[config.mk]
export PLATFORM = sky130hd
export DESIGN_NAME = spi_readback_tx
export DESIGN_NICKNAME = d
export VERILOG_FILES = /design/src/rtl/spi_readback_tx.sv
export SDC_FILE = /design/constraint.sdc
export NUM_CORES = 1
export LEC_CHECK = 0
export ABC_AREA = 1
export BUFFER_PORTS_ARGS = -buffer_cell sky130_fd_sc_hd__buf_4
export CAP_MARGIN = 5
export CORE_ASPECT_RATIO = 0.9
export CORE_UTILIZATION = 35
export CTS_CLUSTER_DIAMETER = 100
export DETAILED_ROUTE_END_ITERATION = 7
export PLACE_DENSITY_LB_ADDON = 0.15
export SYNTH_ARGS = -nofsm -noshare
export SYNTH_HDL_FRONTEND = slang
export SYNTH_SLANG_ARGS = --single-unit
[constraint.sdc]
create_clock -name i_Clk -period 20.1 [get_ports i_Clk]
set_clock_uncertainty 0.2 [all_clocks]
set_input_delay 3.015 -clock i_Clk [delete_from_list [all_inputs] [get_ports i_Clk]]
set_output_delay 3.015 -clock i_Clk [all_outputs]
set_load 0.02 [all_outputs]
[src/rtl/spi_readback_tx.sv]
// Readback transmitter for the host SPI config link: streams a snapshot of key, nonce,
// position or the ID byte to the SPI slave TX port, one byte per slave byte slot, plus an optional XOR checksum.
module spi_readback_tx #(
    parameter bit         CHECKSUM_EN = 1'b1,
    parameter logic [7:0] ID_BYTE     = 8'hC5
) (
    input  logic         i_Clk,
    input  logic         i_Rst,
    input  logic         i_rd_req,
    input  logic [1:0]   i_rd_sel,
    input  logic         i_abort,
    input  logic [255:0] i_key,
    input  logic [95:0]  i_nonce,
    input  logic [31:0]  i_position,
    input  logic         i_RX_DV,
    output logic         o_TX_DV,
    output logic [7:0]   o_TX_Byte,
    output logic         o_busy,
    output logic         o_done,
    output logic         o_err,
    output logic [1:0]   o_dbg_state
);

    // Handshake: every i_RX_DV marks one consumed byte slot; the next byte (if any) is
    // offered with a one-cycle o_TX_DV pulse in the cycle after, never more than one per slot.
    typedef enum logic [1:0] {
        IDLE      = 2'd0,
        SEND      = 2'd1,
        WAIT_DATA = 2'd2,
        WAIT_CK   = 2'd3
    } state_t;

    state_t       r_state;
    state_t       w_state_nxt;
    logic [255:0] r_shadow;
    logic [255:0] w_shadow_nxt;
    logic [4:0]   r_idx;
    logic [4:0]   w_idx_nxt;
    logic [4:0]   r_last;
    logic [4:0]   w_last_nxt;
    logic [7:0]   r_ck;
    logic [7:0]   w_ck_nxt;
    logic         r_tx_dv;
    logic         w_tx_dv_nxt;
    logic [7:0]   r_tx_byte;
    logic [7:0]   w_tx_byte_nxt;
    logic         r_busy;
    logic         w_busy_nxt;
    logic         r_done;
    logic         w_done_nxt;
    logic         r_err;
    logic         w_err_nxt;

    logic [255:0] w_snapshot;
    logic [4:0]   w_snap_last;
    logic [4:0]   w_idx_inc;
    logic [7:0]   w_byte_cur;
    logic [7:0]   w_byte_next;

    // Selected field, zero-extended into the shadow layout; r_last holds length-1.
    always_comb begin
        w_snapshot  = '0;
        w_snap_last = 5'd0;
        case (i_rd_sel)
            2'd0: begin
                w_snapshot  = i_key;
                w_snap_last = 5'd31;
            end
            2'd1: begin
                w_snapshot  = {160'd0, i_nonce};
                w_snap_last = 5'd11;
            end
            2'd2: begin
                w_snapshot  = {224'd0, i_position};
                w_snap_last = 5'd3;
            end
            default: begin
                w_snapshot  = {248'd0, ID_BYTE};
                w_snap_last = 5'd0;
            end
        endcase
    end

    assign w_idx_inc   = r_idx + 5'd1;
    assign w_byte_cur  = r_shadow[{r_idx, 3'b000} +: 8];
    assign w_byte_next = r_shadow[{w_idx_inc, 3'b000} +: 8];

    always_ff @(posedge i_Clk or posedge i_Rst) begin
        if (i_Rst) begin
            r_state   <= IDLE;
            r_shadow  <= '0;
            r_idx     <= 5'd0;
            r_last    <= 5'd0;
            r_ck      <= 8'd0;
            r_tx_dv   <= 1'b0;
            r_tx_byte <= 8'd0;
            r_busy    <= 1'b0;
            r_done    <= 1'b0;
            r_err     <= 1'b0;
        end else begin
            r_state   <= w_state_nxt;
            r_shadow  <= w_shadow_nxt;
            r_idx     <= w_idx_nxt;
            r_last    <= w_last_nxt;
            r_ck      <= w_ck_nxt;
            r_tx_dv   <= w_tx_dv_nxt;
            r_tx_byte <= w_tx_byte_nxt;
            r_busy    <= w_busy_nxt;
            r_done    <= w_done_nxt;
            r_err     <= w_err_nxt;
        end
    end

    always_comb begin
        w_state_nxt   = r_state;
        w_shadow_nxt  = r_shadow;
        w_idx_nxt     = r_idx;
        w_last_nxt    = r_last;
        w_ck_nxt      = r_ck;
        w_tx_dv_nxt   = 1'b0;
        w_tx_byte_nxt = r_tx_byte;
        w_busy_nxt    = r_busy;
        w_done_nxt    = 1'b0;
        w_err_nxt     = 1'b0;

        case (r_state)
            IDLE: begin
                if (i_rd_req) begin
                    w_shadow_nxt = w_snapshot;
                    w_last_nxt   = w_snap_last;
                    w_idx_nxt    = 5'd0;
                    w_ck_nxt     = 8'd0;
                    w_busy_nxt   = 1'b1;
                    w_state_nxt  = SEND;
                end
            end
            SEND: begin
                w_tx_dv_nxt   = 1'b1;
                w_tx_byte_nxt = w_byte_cur;
                w_ck_nxt      = r_ck ^ w_byte_cur;
                w_state_nxt   = WAIT_DATA;
            end
            WAIT_DATA: begin
                if (i_RX_DV) begin
                    if (r_idx != r_last) begin
                        w_idx_nxt     = w_idx_inc;
                        w_tx_dv_nxt   = 1'b1;
                        w_tx_byte_nxt = w_byte_next;
                        w_ck_nxt      = r_ck ^ w_byte_next;
                    end else if (CHECKSUM_EN) begin
                        w_tx_dv_nxt   = 1'b1;
                        w_tx_byte_nxt = r_ck;
                        w_state_nxt   = WAIT_CK;
                    end else begin
                        w_done_nxt  = 1'b1;
                        w_busy_nxt  = 1'b0;
                        w_state_nxt = IDLE;
                    end
                end
            end
            WAIT_CK: begin
                if (i_RX_DV) begin
                    w_done_nxt  = 1'b1;
                    w_busy_nxt  = 1'b0;
                    w_state_nxt = IDLE;
                end
            end
            default: w_state_nxt = IDLE;
        endcase

        // A request during a stream is refused but never disturbs it; abort wins over i_RX_DV.
        if (r_state != IDLE) begin
            w_err_nxt = i_rd_req;
            if (i_abort) begin
                w_state_nxt = IDLE;
                w_busy_nxt  = 1'b0;
                w_tx_dv_nxt = 1'b0;
                w_done_nxt  = 1'b0;
            end
        end
    end

    assign o_TX_DV     = r_tx_dv;
    assign o_TX_Byte   = r_tx_byte;
    assign o_busy      = r_busy;
    assign o_done      = r_done;
    assign o_err       = r_err;
    assign o_dbg_state = r_state;

endmodule

==> impl_metrics.toml, run 1 <==
[clock_network]
cts_resized = 0
cts_inserted_buffers = 35
cts_tree = "yes"
path_clk_slew_ns = 0.06
clk_latency_ns = 0.55
cts-root-buf = "clkbuf_16"
post_cts_buffers = 0
holdBufCountCts = 0
clock-sinks = 286
htreeDepth = 2
ctsLongestPathBuffers = 3

[yosys]
syn_inst = 2600
yosysSeqAreaShare_pct = 40.27
ys_warn_count = 0
synth_edf_count = 0
synthArstFlopShare_pct = 100.0
synth.avg_cell_area_sq_um = 6.835
syn-cell-area_sq_um = 17770
synth_seq_cells = 286
synth.top_cell.area_share_pct = 40.27
synth_area_leaders = "dfrtp_1, nand3_1, nand2_1"
syn_nets = 2996
yosysTopAreaCell = "dfrtp_1"
ys.flop_type = "dfrtp_1"
ys_types = 32

[sta]
setup_violations = 0
drv_slew = 0
min_period_over_period_pct = 33.14
rsz0062_at_grt = "false"
relSlewSlack_pct = 8.548
period_needed_ns = 6.662
fmax_mhz = 150.1
hold_viol = 0
setup_tns_ns = 0
tightestPinTransition_ns = 1.372

[placement]
port_buffers = 404
dpl.cell_count = 3484
routabilityCongestion = 0.8982
place_area_sq_um = 20980
dp_hpwl_um = 48430

[power]
powerDensity_nw_per_um2 = 127.7
fin_total_pwr_mw = 2.820
peakVddDrop_uv = 58.02
leakagePower_nw = 10.58

[floorplan]
start_util_pct = 35.82
fp-row-count = 77
ios = 405
fp.dieW_um = 239.5
die_area_sq_um = 51680
core-area_sq_um = 49620
die_y_um = 215.8

[worst_setup_path]
r2r_slack_ns = 15.08
cp-end-kind = "register"
worst_ep_arrival_time_ns = 6.90
critPathKind = "in -> reg"
r2r_cells = 8
timing.rr.end = "r_shadow[201]"
start_kind = "input pin"
required_ns = 20.34
crit_path_max_fanout = 275
worstReg2RegStart = "o_dbg_state[0]"

[grt]
grt_max_degree = 276
grt_pass1_wl_um = 106500
grt_overflow = 0
first_global_vias = 17968
antenna_found_initial = 0
gr-usage-all-layers_pct = 26.66

[worst_hold_path]
hold_depth = 2
hold_path.class = "reg -> reg"
hp-start = "r_last[2]"
holdPathEnd = "r_last[2]"

[routing]
wl_per_cell_um = 19.66
wl_um = 69650
dr.pass1.iters = 5
vias_per_cell = 5.398
drc = 0
vias = 19121
ant_nets = 0
drtIter0Drc = 2079

[run_status]
outcome = "completed"

[flow_run]
drv_cap = 0

[cells_and_area]
drive_gt1_share_pct = 17.49
nets = 3246
fin_util_pct = 44.52
antenna_cells = 0
layout_common_cells = "nand3_1, nand2_1, buf_4, dfrtp_1, inv_1"
fin_area_sq_um = 22090
layout_commonest_cell = "nand3_1"
areaGrowthSynthToFinish_pct = 24.31
final_cells = 3542
fillers = 5039
## state kept, by name, indices dropped and copies added (netlist names)
register,cells
o_TX_Byte,8
o_TX_DV,1
o_busy,1
o_dbg_state,2
o_done,1
o_err,1
r_ck,8
r_idx,5
r_last,3
r_shadow,256
## synth_stat cells (2+ instances only)
| master | n |
|---|---|
| nor3_1 | 3 |
| buf_1 | 13 |
| clkbuf_1 | 129 |
| a211oi_1 | 4 |
| clkinv_1 | 3 |
| o22ai_1 | 5 |
| nor2_1 | 33 |
| inv_2 | 2 |
| nand2_1 | 636 |
| buf_2 | 66 |
| a22oi_1 | 8 |
| o211ai_1 | 98 |
| dfrtp_1 | 286 |
| a21oi_1 | 41 |
| xor2_2 | 2 |
| o21ai_0 | 200 |
| ha_1 | 5 |
| nand2_2 | 4 |
| nand3_1 | 764 |
| buf_4 | 2 |
| buf_6 | 2 |
| inv_1 | 284 |
## critical path, stage by stage
cell and delay, ns:
buf_4 0.12, nand2_1 0.57, inv_8 0.84, buf_4 0.91, buf_12 0.52, nand3_1 0.18, o21ai_0 0.15
## metal layers
metal	global-route usage, %	routed length (um)	part of all wire, %	vias up
li1	-	-	-	9110
met1	39.82	32370	46	9172
met2	39.60	31070	45	753
met3	4.221	4877	7.0	86
met4	6.966	1334	1.9	0
met5	0	0	0	-
## cell type report
cell class                      count  area [sq um]  area share [%]
Multi-Input combinational cell   1813          8671           39.25
Sequential cell                   286          7163           32.43
Timing Repair Buffer              425          3203           14.50
Inverter                          289          1105           5.001
Clock buffer                       47         970.9           4.395
Tap cell                          671         839.6           3.800
Clock inverter                     11         138.9          0.6287
## metrics by stage
step | hold WS, ns | setup slack (ns)
after floorplan | 0.2734 | 8.993
after global placement | 0.2982 | 13.23
after detailed placement | 0.3034 | 13.15
after CTS | 0.3216 | 13.72
after global routing | 0.3629 | 13.17
final | 0.3286 | 13.44
## kinds of logic (layout without fill, tap and decap cells)
kind of cell	after synthesis	after routing	synth area share, %
DFF	286	286	40.27
AOI/OAI and AO/OA	360	360	11.83
buffers and inverters	501	772	11.17
adders and majority gates	5	5	0.3520
xor gates and xnor gates	3	3	0.2746
and+or+nand+nor	1445	1445	36.10
## power breakdown
part | switching [mW] | internal [mW]
Combinational | 0.887 | 0.408
Clock | 0.261 | 0.376
Sequential | 0.0916 | 0.796
## how the worst max path moves through the flow
stage	start	to	slack [ns]
2_1_floorplan	i_Rst	o_TX_Byte[0]	8.99
3_3_place_gp	i_rd_req	o_busy	13.23
3_5_place_dp	i_rd_req	r_shadow[151]	13.15
4_1_cts	i_rd_req	o_busy	13.72
5_1_grt	i_rd_req	r_shadow[204]	13.17
6_report	i_rd_req	r_shadow[201]	13.44
No activity file was read; power rests on OpenSTA's default activity.
==> run 2, diff against run 1 <==
--- a/config.mk
+++ b/config.mk
@@ -5,7 +5,7 @@
 export SDC_FILE = /design/constraint.sdc
 export NUM_CORES = 1
 export LEC_CHECK = 0
-export ABC_AREA = 1
+export ABC_AREA = 0
 export BUFFER_PORTS_ARGS = -buffer_cell sky130_fd_sc_hd__buf_4
 export CAP_MARGIN = 5
 export CORE_ASPECT_RATIO = 0.9
==> constraint.sdc (replaced) <==
create_clock -name i_Clk -period 6.6 [get_ports i_Clk]
set_clock_uncertainty 0.2 [all_clocks]
set_input_delay 0.99 -clock i_Clk [delete_from_list [all_inputs] [get_ports i_Clk]]
set_output_delay 0.99 -clock i_Clk [all_outputs]
set_load 0.02 [all_outputs]
==> run 2 against run 1 <==
Against the previous run:
- clock power rose to 3.0 times the previous value
- clock-buffer cell count up 5
- non-clock buffer count down 4
- sequential share of layout area up 2.0 points
- synthesized cell count down 45%
- first-iteration DRC count down 42%
- power rose to 3.0 times the previous value
- core utilization up 0.93 points
- wire length down 15%
- global-route usage down 1.8 points
- largest cell class unchanged
==> impl_metrics.toml, run 2 <==
[run_status]
outcome = "completed"

[clock_network]
ctsLongestPathBuffers = 3
cts_tree = "yes"
post_cts_buffers = 0
cts_resized = 0
holdBufCountCts = 0
path_clk_slew_ns = 0.06
htreeDepth = 2
cts_inserted_buffers = 35
cts-root-buf = "clkbuf_16"
clk_latency_ns = 0.54
clock-sinks = 286

[floorplan]
core-area_sq_um = 45740
fp.dieW_um = 229.8
die_area_sq_um = 47590
start_util_pct = 35.75
die_y_um = 207.1
fp-row-count = 74
ios = 405

[sta]
period_needed_ns = 4.149
min_period_over_period_pct = 62.86
fmax_mhz = 241.0
hold_viol = 0
tightestPinTransition_ns = 1.073
setup_tns_ns = 0
rsz0062_at_grt = "false"
setup_violations = 0
relSlewSlack_pct = 28.48
drv_slew = 0
worst_slack_ns = 2.451

[yosys]
synth_seq_cells = 286
synth.avg_cell_area_sq_um = 11.43
ys.flop_type = "dfrtp_1"
yosysSeqAreaShare_pct = 43.77
yosysTopAreaCell = "dfrtp_1"
synth_common_cells = "dfrtp_1, a22o_1, nand2_1"
syn-cell-area_sq_um = 16350
syn_nets = 1826
ys_warn_count = 0
synthArstFlopShare_pct = 100.0
synth_area_leaders = "dfrtp_1, mux4_2, a22o_1"
synth_edf_count = 0
synth.top_cell.area_share_pct = 43.77
yosys.cell_count.top_type = "dfrtp_1"
syn_inst = 1430
ys_types = 66

[grt]
grt_overflow = 0
gr-usage-all-layers_pct = 24.84
antenna_found_initial = 0
grt_max_degree = 164
first_global_vias = 13801
grt_pass1_wl_um = 89780

[power]
fin_total_pwr_mw = 8.396
p_sw_share_pct = 38.51
powerDensity_nw_per_um2 = 403.8
intPower_mw = 5.163
power_frac_clock_pct = 23.1
leakagePower_nw = 9.429
power_frac_comb_pct = 39.6
pwr-share-seq_pct = 37.4
peakVddDrop_uv = 213.6
p_switching_mw = 3.233

[worst_setup_path]
critPathKind = "reg -> reg"
worst_ep_arrival_time_ns = 4.35
crit_path_max_fanout = 52
required_ns = 6.80
cp-end-kind = "register"
start_kind = "register"

[placement]
place_ws_ns = 2.531
routabilityCongestion = 0.9680
port_buffers = 404
dp_hpwl_um = 44180
place_area_sq_um = 19640

[worst_hold_path]
hold_path.class = "reg -> reg"

[cells_and_area]
layout_commonest_cell = "buf_4"
drive_gt1_share_pct = 34.81
layout_common_cells = "buf_4, dfrtp_1, a22o_1, nand2_1, mux2i_1"
largest_reg_flops = 256
top_register = "r_shadow"
antenna_cells = 0
nets = 2150
areaGrowthSynthToFinish_pct = 27.16
fin_area_sq_um = 20790

[routing]
vias = 13721
vias_per_cell = 5.751
drc = 0
ant_nets = 0
wl_per_cell_um = 24.90
wl_um = 59420
drtIter0Drc = 1215
dr.pass1.iters = 7

[flow_run]
drv_cap = 0
[run 2: logic make-up (layout without fill, tap and decap cells)]
family	count (synthesis)	in the layout	share of synthesized area (%)
mux	242	242	23.34
buf+inv	143	491	4.499
fa+ha+maj	5	5	0.3826
xor+xnor	5	5	0.2679
compound gates	435	435	19.42
flops	286	286	43.77
simple gates	314	314	8.325
[run 2: area by class of cell]
cell class	count	area, sq um
Multi-Input combinational cell	1001	8494
Clock buffer	52	1072
Tap cell	608	760.7
Clock inverter	9	76.32
Fill cell	4358	24950
Timing Repair Buffer	421	3186
Inverter	9	37.54
Sequential cell	286	7166
[run 2: final timing paths]
check	from	end	slack [ns]	cells after the start
min	r_last[2]	r_last[2]	0.30	1
max reg2reg	r_idx[0]	r_ck[3]	2.45	8
max	r_idx[0]	r_ck[3]	2.45	8
min reg2reg	r_last[2]	r_last[2]	0.30	1
min in group asynchronous	i_Rst	r_shadow[247]	0.32	2
max in group asynchronous	i_Rst	r_idx[1]	4.47	3
[run 2: per-stage QoR]
step | utilization [%] | hold slack (ns) | cells
floorplan | - | 0.2580 | 1430
global placement | 42.95 | 0.2771 | 2325
detailed placement | 42.95 | 0.2854 | 2325
CTS | 45.46 | 0.2986 | 2386
global route | 45.46 | 0.3287 | 2386
finish | 45.46 | 0.3006 | 2386
[run 2: power groups by stage]
stage	combinational (mW)	sequential, mW	clock [mW]
2_1_floorplan	2.42	2.83	0
3_3_place_gp	3.28	3.14	0
3_5_place_dp	3.30	3.15	0
4_1_cts	3.32	3.13	1.98
5_1_grt	3.60	3.22	2.04
6_report	3.32	3.14	1.94
[run 2: layer usage]
metal / part of all wire [%] / GRT usage, % / up-vias
met4: 1.9 / 5.572 / 0
met1: 45 / 36.00 / 6942
met5: 0 / 0 / -
li1: - / - / 6153
met2: 46 / 38.75 / 556
met3: 7.0 / 4.281 / 70
[run 2: worst max-delay path, stage by stage, from the launching register on]
cell and delay [ns]:
dfrtp_4 0.54, buf_4 0.51, buf_4 0.66, nor3b_2 0.60
a221oi_1 0.22, a31o_2 0.25, nor4_1 0.71, or3_1 0.22
nand3_1 0.07
==> run 3, diff against run 2 <==
==> constraint.sdc (replaced) <==
create_clock -name i_Clk -period 3.7 [get_ports i_Clk]
set_clock_uncertainty 0.2 [all_clocks]
set_input_delay 0.555 -clock i_Clk [delete_from_list [all_inputs] [get_ports i_Clk]]
set_output_delay 0.555 -clock i_Clk [all_outputs]
set_load 0.02 [all_outputs]
==> run 3 against run 2 <==
Against the previous run:
- register-to-register slack got worse by 2.0 ns
- fmax up 28%
- worst hold slack lost 0.26 ns
- cell count increased by 1.5%
- first-iteration DRC count rose by 19%
- flip-flop and latch count is the same
- non-clock buffer count grew 34
- largest cell class unchanged
- largest power group unchanged
==> impl_metrics.toml, run 3 (synthesis gave the netlist of run 2 again) <==
[sta]
fmax_mhz = 307.5
tightestPinTransition_ns = 1.161
setup_tns_ns = 0
relSlewSlack_pct = 21.78
period_needed_ns = 3.252
rsz0062_at_grt = "false"
drv_slew = 0
setup_violations = 0
hold_viol = 0
min_period_over_period_pct = 87.90

[routing]
dr.pass1.iters = 6
vias_per_cell = 5.725
wl_per_cell_um = 24.80
drc = 0
wl_um = 60050
vias = 13860
drtIter0Drc = 1449
ant_nets = 0

[power]
p_sw_share_pct = 38.93
intPower_mw = 9.222
pwr-share-seq_pct = 37.8
leakagePower_nw = 9.600
powerDensity_nw_per_um2 = 714.4
p_switching_mw = 5.878
peakVddDrop_uv = 469.4
power_frac_comb_pct = 39.8
power_frac_clock_pct = 22.4

[cells_and_area]
nets = 2183
fillers = 4356
areaGrowthSynthToFinish_pct = 29.27
drive_gt1_share_pct = 35.91
layout_common_cells = "buf_4, dfrtp_1, a22o_1, nand2_1, mux2i_1"
layout_commonest_cell = "buf_4"
largest_reg_flops = 256
antenna_cells = 0
fin_area_sq_um = 21140
top_register = "r_shadow"

[floorplan]
core-area_sq_um = 45740
fp.dieW_um = 229.8
die_area_sq_um = 47590
ios = 405
fp-row-count = 74
die_y_um = 207.1
start_util_pct = 35.75

[clock_network]
cts-root-buf = "clkbuf_16"
cts_tree = "yes"
clk_latency_ns = 0.53
cts_resized = 0
clock-sinks = 286
cts_inserted_buffers = 34
htreeDepth = 2
path_clk_slew_ns = 0.07
ctsLongestPathBuffers = 3

[grt]
antenna_found_initial = 1
grt_pass1_wl_um = 90150
grt_max_degree = 146
grt_overflow = 0
gr-usage-all-layers_pct = 25.03
first_global_vias = 13926

[worst_setup_path]
start_kind = "register"
cp-end-kind = "register"
worst_ep_arrival_time_ns = 3.43
required_ns = 3.87
crit_path_max_fanout = 23
critPathKind = "reg -> reg"
r2r_slack_ns = 0.45

[run_status]
outcome = "completed"

[placement]
port_buffers = 404
routabilityCongestion = 0.9199
dp_hpwl_um = 45580
place_area_sq_um = 20000

[worst_hold_path]
hold_path.class = "in -> reg"

[flow_run]
drv_cap = 0
run 3: repair_timing:
item,4_1_cts,5_1_grt
hold buffers,1,0
hold endpoints to repair,18,0
buffers inserted,0,0
run 3: critical path: stages, from the launching register on:
cell	delay [ns]
dfrtp_4	0.60
ha_4	0.53
buf_12	0.25
buf_12	0.21
mux4_2	0.51
o21ai_0	0.40
nor4_1	0.11
a21oi_1	0.15
o221ai_1	0.12
run 3: power groups by stage:
stage	clock (mW)	combinational, mW	sequential (mW)
after CTS	3.44	6.01	5.67
after global routing	3.57	6.51	5.82
final	3.39	6.01	5.70
after global placement	0	5.89	5.71
after floorplan	0	4.31	5.06
after detailed placement	0	5.97	5.70
run 3: metal layers:
layer | share of wire [%] | global-route usage, % | up-vias
met4 | 1.6 | 4.659 | 2
met3 | 6.8 | 4.130 | 72
li1 | - | - | 6220
met1 | 45 | 36.35 | 6970
met2 | 47 | 39.50 | 596
met5 | 0.022 | 0 | -
run 3: metrics by stage:
step / hold WS [ns] / utilization (%) / power, mW / setup WS (ns) / instances
final: 0.04152 / 46.21 / 15.10 / 0.4475 / 2421
after global placement: 0.2876 / 43.74 / 11.60 / 0.5327 / 2358
after global routing: 0.03432 / 46.21 / 15.90 / 0.3061 / 2421
after CTS: 0.02804 / 46.21 / 15.12 / 0.4421 / 2421
after floorplan: 0.2580 / - / 9.368 / -0.8462 / 1430
after detailed placement: 0.2990 / 43.74 / 11.67 / 0.4775 / 2358
run 3: worst paths after layout:
path,from,endpoint,cells past startpoint
max,r_idx[1],o_TX_Byte[4],8
min,i_key[151],r_shadow[151],2
max reg2reg,r_idx[1],o_TX_Byte[4],8
min reg2reg,r_last[2],r_last[2],1
max in group asynchronous,i_Rst,r_shadow[88],5
min in group asynchronous,i_Rst,r_shadow[175],3
run 3: final cells by class:
type / count / area [sq um] / area share, %
Multi-Input combinational cell: 1001 / 8494 / 40.19
Clock inverter: 13 / 112.6 / 0.5327
Sequential cell: 286 / 7166 / 33.90
Tap cell: 608 / 760.7 / 3.599
Timing Repair Buffer: 455 / 3556 / 16.82
Inverter: 9 / 37.54 / 0.1776
Clock buffer: 49 / 1011 / 4.783
